==> config.mk <==
export PLATFORM = sky130hd
export DESIGN_NAME = mem_arbiter
export DESIGN_NICKNAME = d
export VERILOG_FILES = /design/src/rtl/mem_arbiter.sv
export SDC_FILE = /design/constraint.sdc
export NUM_CORES = 1
export LEC_CHECK = 0
export CORE_UTILIZATION = 26
export CTS_BUF_LIST = sky130_fd_sc_hd__clkbuf_4 sky130_fd_sc_hd__clkbuf_8 sky130_fd_sc_hd__clkbuf_16
export CTS_CLUSTER_SIZE = 40
export DETAILED_ROUTE_END_ITERATION = 16
export PLACE_DENSITY = 0.93
export SYNTH_ARGS = -nofsm -noshare
export SYNTH_HDL_FRONTEND = slang
export SYNTH_SLANG_ARGS = --single-unit
export TNS_END_PERCENT = 20
==> constraint.sdc <==
create_clock -name clk -period 4.34 [get_ports clk]
set_input_delay 0.868 -clock clk [delete_from_list [all_inputs] [get_ports clk]]
set_output_delay 0.868 -clock clk [all_outputs]
set_load 0.02 [all_outputs]
==> src/rtl/mem_arbiter.sv <==
// Shared main-memory arbiter between the I-cache and D-cache fill/store paths.
// Grants one client per transaction and routes read data/valid only to the owner.
module mem_arbiter #(
  parameter int unsigned ADDR_WIDTH      = 16,
  parameter int unsigned DATA_WIDTH      = 16,
  parameter int unsigned WORDS_PER_BLOCK = 8,
  parameter int unsigned CNT_WIDTH       = 4
) (
  input  logic                  clk,
  input  logic                  rst,
  input  logic                  i_MemRead,
  input  logic [ADDR_WIDTH-1:0] i_mem_addr,
  input  logic                  d_MemRead,
  input  logic [ADDR_WIDTH-1:0] d_mem_addr,
  input  logic                  d_MemWrite,
  input  logic [ADDR_WIDTH-1:0] d_wr_addr,
  input  logic [DATA_WIDTH-1:0] d_wr_data,
  input  logic [DATA_WIDTH-1:0] mem_data_out,
  input  logic                  mem_data_valid,
  output logic                  mem_enable,
  output logic                  mem_wr,
  output logic [ADDR_WIDTH-1:0] mem_addr,
  output logic [DATA_WIDTH-1:0] mem_data_in,
  output logic                  i_grant,
  output logic                  d_grant,
  output logic                  i_MemDataValid,
  output logic                  d_MemDataValid,
  output logic [DATA_WIDTH-1:0] i_data,
  output logic [DATA_WIDTH-1:0] d_data,
  output logic                  d_wr_ack
);

  typedef enum logic [1:0] {
    IDLE    = 2'd0,
    I_FILL  = 2'd1,
    D_FILL  = 2'd2,
    D_WRITE = 2'd3
  } state_t;

  localparam logic [CNT_WIDTH-1:0] LAST_BEAT = CNT_WIDTH'(WORDS_PER_BLOCK - 1);

  state_t               state, next_state;
  logic [CNT_WIDTH-1:0] cnt;
  logic                 last_d;
  logic                 filling;
  logic                 fill_done;

  assign filling   = (state == I_FILL) || (state == D_FILL);
  // The fill ends on the edge that captures the final beat, so compare against N-1.
  assign fill_done = filling && mem_data_valid && (cnt == LAST_BEAT);

  always_ff @(posedge clk or posedge rst) begin
    if (rst) begin
      state  <= IDLE;
      cnt    <= '0;
      last_d <= 1'b0;
    end else begin
      state <= next_state;
      if (filling && mem_data_valid) begin
        if (fill_done) cnt <= '0;
        else           cnt <= cnt + CNT_WIDTH'(1);
      end
      if (fill_done)
        last_d <= (state == D_FILL);
      else if (state == D_WRITE)
        last_d <= 1'b1;
    end
  end

  always_comb begin
    next_state     = state;
    mem_enable     = 1'b0;
    mem_wr         = 1'b0;
    mem_addr       = '0;
    mem_data_in    = '0;
    i_grant        = 1'b0;
    d_grant        = 1'b0;
    i_MemDataValid = 1'b0;
    d_MemDataValid = 1'b0;
    i_data         = '0;
    d_data         = '0;
    d_wr_ack       = 1'b0;

    case (state)
      IDLE: begin
        // A pending I fill jumps ahead of D traffic once D has had the last turn.
        if (last_d && i_MemRead) next_state = I_FILL;
        else if (d_MemWrite)     next_state = D_WRITE;
        else if (d_MemRead)      next_state = D_FILL;
        else if (i_MemRead)      next_state = I_FILL;
      end
      I_FILL: begin
        i_grant        = 1'b1;
        mem_enable     = i_MemRead;
        mem_addr       = i_mem_addr;
        i_MemDataValid = mem_data_valid;
        i_data         = mem_data_out;
        if (fill_done) next_state = IDLE;
      end
      D_FILL: begin
        d_grant        = 1'b1;
        mem_enable     = d_MemRead;
        mem_addr       = d_mem_addr;
        d_MemDataValid = mem_data_valid;
        d_data         = mem_data_out;
        if (fill_done) next_state = IDLE;
      end
      D_WRITE: begin
        d_grant     = 1'b1;
        mem_enable  = 1'b1;
        mem_wr      = 1'b1;
        mem_addr    = d_wr_addr;
        mem_data_in = d_wr_data;
        d_wr_ack    = 1'b1;
        next_state  = IDLE;
      end
      default: next_state = IDLE;
    endcase
  end

endmodule
==> impl_metrics.csv <==
group,metric,value,unit
timing,worst_pin_slew,0.9719,ns
place,globalplace.congestion,0.7011,
clock_network,cts_sinks,7,
route,vias_per_cell,4.759,
route,vias,1618,
place,placed_area,2665,um^2
worst_setup_path,endpoint_kind,"output pin",
clock_network,cts_resized,0,
pwr,swShare,46.13,%
die,die_w,66.45,um
timing,report.final.slew_viol_count,0,
global_routing,grt_antenna_before_repair,0,
die,dieArea,4415,um^2
clock_network,clkTransAtPathRegs,0.04,ns
timing,finalSetupViolCount,0,
global_routing,grt.overflow.total,0,
route,drtIter0Drc,175,
clock_network,htreeDepth,1,
pwr,combPwrFrac,82.5,%
logic_synthesis,ys_seq_elements,7,
timing,fmax,287.9,MHz
die,core_area,4000,um^2
logic_synthesis,yosys_warnings,0,
global_routing,grt.total_usage,20.47,%
worst_setup_path,reg2reg_from,"state[1]",
route,wl,4930,um
final_layout,fin_nets,384,
pwr,p_int,0.0006904,W
timing,rsz0062_at_grt,"false",
global_routing,grt_pass1_wl,6975,um
clock_network,clk_latency,0.23,ns
worst_setup_path,crit_chain,"inv_1 -> ha_1 -> buf_4 -> and2_1 -> clkdlybuf4s50_1",
logic_synthesis,synth_nets,233,
timing,hold_violations,0,
place,port-buffer-count,156,
logic_synthesis,syn_area,1080,um^2
worst_setup_path,cp_slowest_stage_delay,0.81,ns
logic_synthesis,synth-seq-area-share,16.22,%
min_path,holdCritPathClass,"reg -> reg",
die,rows,23,
clock_network,postCtsSetupBuffers,0,
timing,period_minus_slack,3.473,ns
timing,setup_tns,0,ns
worst_setup_path,start_kind,"flip-flop",
clock_network,clock_path_buffers,2,
final_layout,drive_gt1_share,4.483,%
route,wl_per_cell,14.50,um
die,io_pins,157,
worst_setup_path,crit_type,"reg -> out",
clock_network,cts_buffers,3,
place,hpwl,3936,um
pwr,pwr-share-clk,7.8,%
global_routing,grt_pass1_vias,1498,
worst_setup_path,cp_data_required_time,3.47,ns
route,drc_errors,0,
clock_network,cts_root_buf,"clkbuf_8",
pwr,leakage,1.088,nW
worst_setup_path,crit_arrival,2.61,ns
pwr,p_switching,0.0005912,W
die,die_y,66.45,um
final_layout,final_area,2714,um^2
clock_network,hold_buffers,0,
global_routing,grt_max_degree,30,
timing,finClkSkew,0.003639,ns
worst_setup_path,crit_fanout,28,
worst_setup_path,r2r_setup_slack,2.36,ns
route,ant_nets,0,
timing,worst_hold_slack,0.5381,ns
worst_setup_path,reg2reg_depth,5,
pwr,cellPowerDensity,472.2,nW/um^2
pwr,seqPwrFrac,9.7,%
logic_synthesis,yosysUniqueCellTypes,28,
final_layout,n_antenna_cell,0,
run_status,outcome,"finished clean",
timing,slew_headroom,35.21,%
final_layout,area_growth,151.3,%
flow_run,max-cap-violations,0,
logic_synthesis,synthCells,140,
die,start_util,26.99,%
worst_setup_path,cp_num_cells,5,
worst_setup_path,r2r_end,"state[0]",
logic_synthesis,avgSynthCellArea,7.713,um^2
worst_setup_path,timing.critical_path.buf_inv,3,
pwr,power,0.001282,W
route,drt_first_pass_iters,5,
worst_setup_path,endpoint,"d_data[0]",
timing,min_period_over_period,80.02,%
worst_setup_path,cp_slowest_cell,"ha_1",
worst_setup_path,path_delay_family,"buffers and inverters",
place,place_worst_setup_slack,1.099,ns
timing,setup_slack,0.8670,ns
worst_setup_path,worstSetupStartpoint,"state[0]",
clock_network,cts_tree,"built",
pwr,peakVddDrop,0.0004076,V
## worst min path at each step
stage	start	end	slack (ns)	cells past startpoint
2_1_floorplan	cnt[0]	cnt[0]	0.48	1
3_3_place_gp	cnt[3]	cnt[3]	0.51	2
3_5_place_dp	cnt[1]	cnt[1]	0.53	1
4_1_cts	cnt[1]	cnt[1]	0.54	1
5_1_grt	cnt[1]	cnt[1]	0.56	1
6_report	cnt[3]	cnt[3]	0.54	2
## worst reg2reg max path: stages (launching register included)
cell      delay (ns)
dfrtp_1         0.40
inv_1           0.13
ha_1            0.59
nor4b_4         0.33
a211oi_2        0.09
mux2_1          0.32
## per-stage QoR
stage / util [%] / std cells
floorplan: - / 140
global placement: 66.63 / 336
detailed placement: 66.63 / 336
CTS: 67.84 / 340
global route: 67.84 / 340
finish: 67.84 / 340
## Yosys cell counts
| master | n | area share, % |
|---|---|---|
| a211oi_2 | 1 | 1.2 |
| a221oi_1 | 1 | 0.81 |
| a222oi_1 | 16 | 15 |
| a31oi_1 | 1 | 0.58 |
| and2_1 | 50 | 29 |
| buf_2 | 1 | 0.46 |
| buf_4 | 1 | 0.70 |
| buf_6 | 1 | 1.0 |
| clkbuf_1 | 10 | 3.5 |
| dfrtp_1 | 7 | 16 |
| ha_1 | 7 | 8.1 |
| inv_1 | 5 | 1.7 |
| mux2_1 | 1 | 1.0 |
| mux2_2 | 1 | 1.0 |
| mux2i_1 | 1 | 0.93 |
| nand2_1 | 3 | 1.0 |
| nand2_2 | 1 | 0.58 |
| nand3_1 | 3 | 1.4 |
| nand3b_4 | 1 | 1.9 |
| nor2_1 | 18 | 6.3 |
| nor2b_1 | 1 | 0.58 |
| nor4b_4 | 1 | 2.2 |
| o211ai_1 | 1 | 0.70 |
| o21ai_0 | 3 | 1.4 |
| o31a_1 | 1 | 0.81 |
| or2_2 | 1 | 0.58 |
| or4_1 | 1 | 0.70 |
| xnor2_1 | 1 | 0.81 |
## power by group through the flow
stage                     logic (W)  registers, W  clock network, W
after floorplan            0.000598      0.000120                 0
after global placement      0.00104      0.000124                 0
after detailed placement    0.00106      0.000126                 0
after CTS                   0.00106      0.000126          0.000103
after global routing        0.00114      0.000131          0.000106
final                       0.00106      0.000125         0.0000994
## sequential cells by signal, summed over array words and instances, names as in the netlist
register and cells:
state 2, last_d 1, cnt 4
## per-layer routing
metal / part of all wire [%] / track usage [%] / routed length (um)
met1: 37 / 20.25 / 1812
met2: 52 / 39.92 / 2584
met3: 8.9 / 5.862 / 439
met4: 1.9 / 6.915 / 93
met5: 0 / 0 / 0
## layout make-up
class                           instances  area [um^2]
Timing Repair Buffer                  159         1584
Sequential cell                         7        175.2
Multi-Input combinational cell        115        824.5
Clock buffer                            4        48.80
Fill cell                             330         1286
Inverter                                5        18.77
Tap cell                               50        62.56
## cells by family (layout without fill, tap and decap cells)
logic type	Yosys count	count (layout)	share of synthesized area, %
adder cells (fa/ha/maj)	7	7	8.111
XOR/XNOR	1	1	0.8113
AO/OA/AOI/OAI	24	24	20.28
AND/OR/NAND/NOR	80	80	44.15
flip-flops	7	7	16.22
buffers and inverters	18	168	7.416
multiplexers	3	3	3.013
## placed cells by master, fill, tap and decap left out
cell type / count
clkdlybuf4s50_1: 156
and2_1: 50
nor2_1: 18
a222oi_1: 16
ha_1: 7
dfrtp_1: 7
inv_1: 5
nand2_1: 3
nand3_1: 3
o21ai_0: 3
clkbuf_8: 3
buf_4: 3
o211ai_1: 1
nand3b_4: 1
nor4b_4: 1
nor2b_1: 1
a211oi_2: 1
mux2i_1: 1
nand2_2: 1
mux2_2: 1
xnor2_1: 1
or2_2: 1
a221oi_1: 1
a31oi_1: 1
mux2_1: 1
o31a_1: 1
or4_1: 1
clkbuf_4: 1
Power figures use the tool's default switching activity.
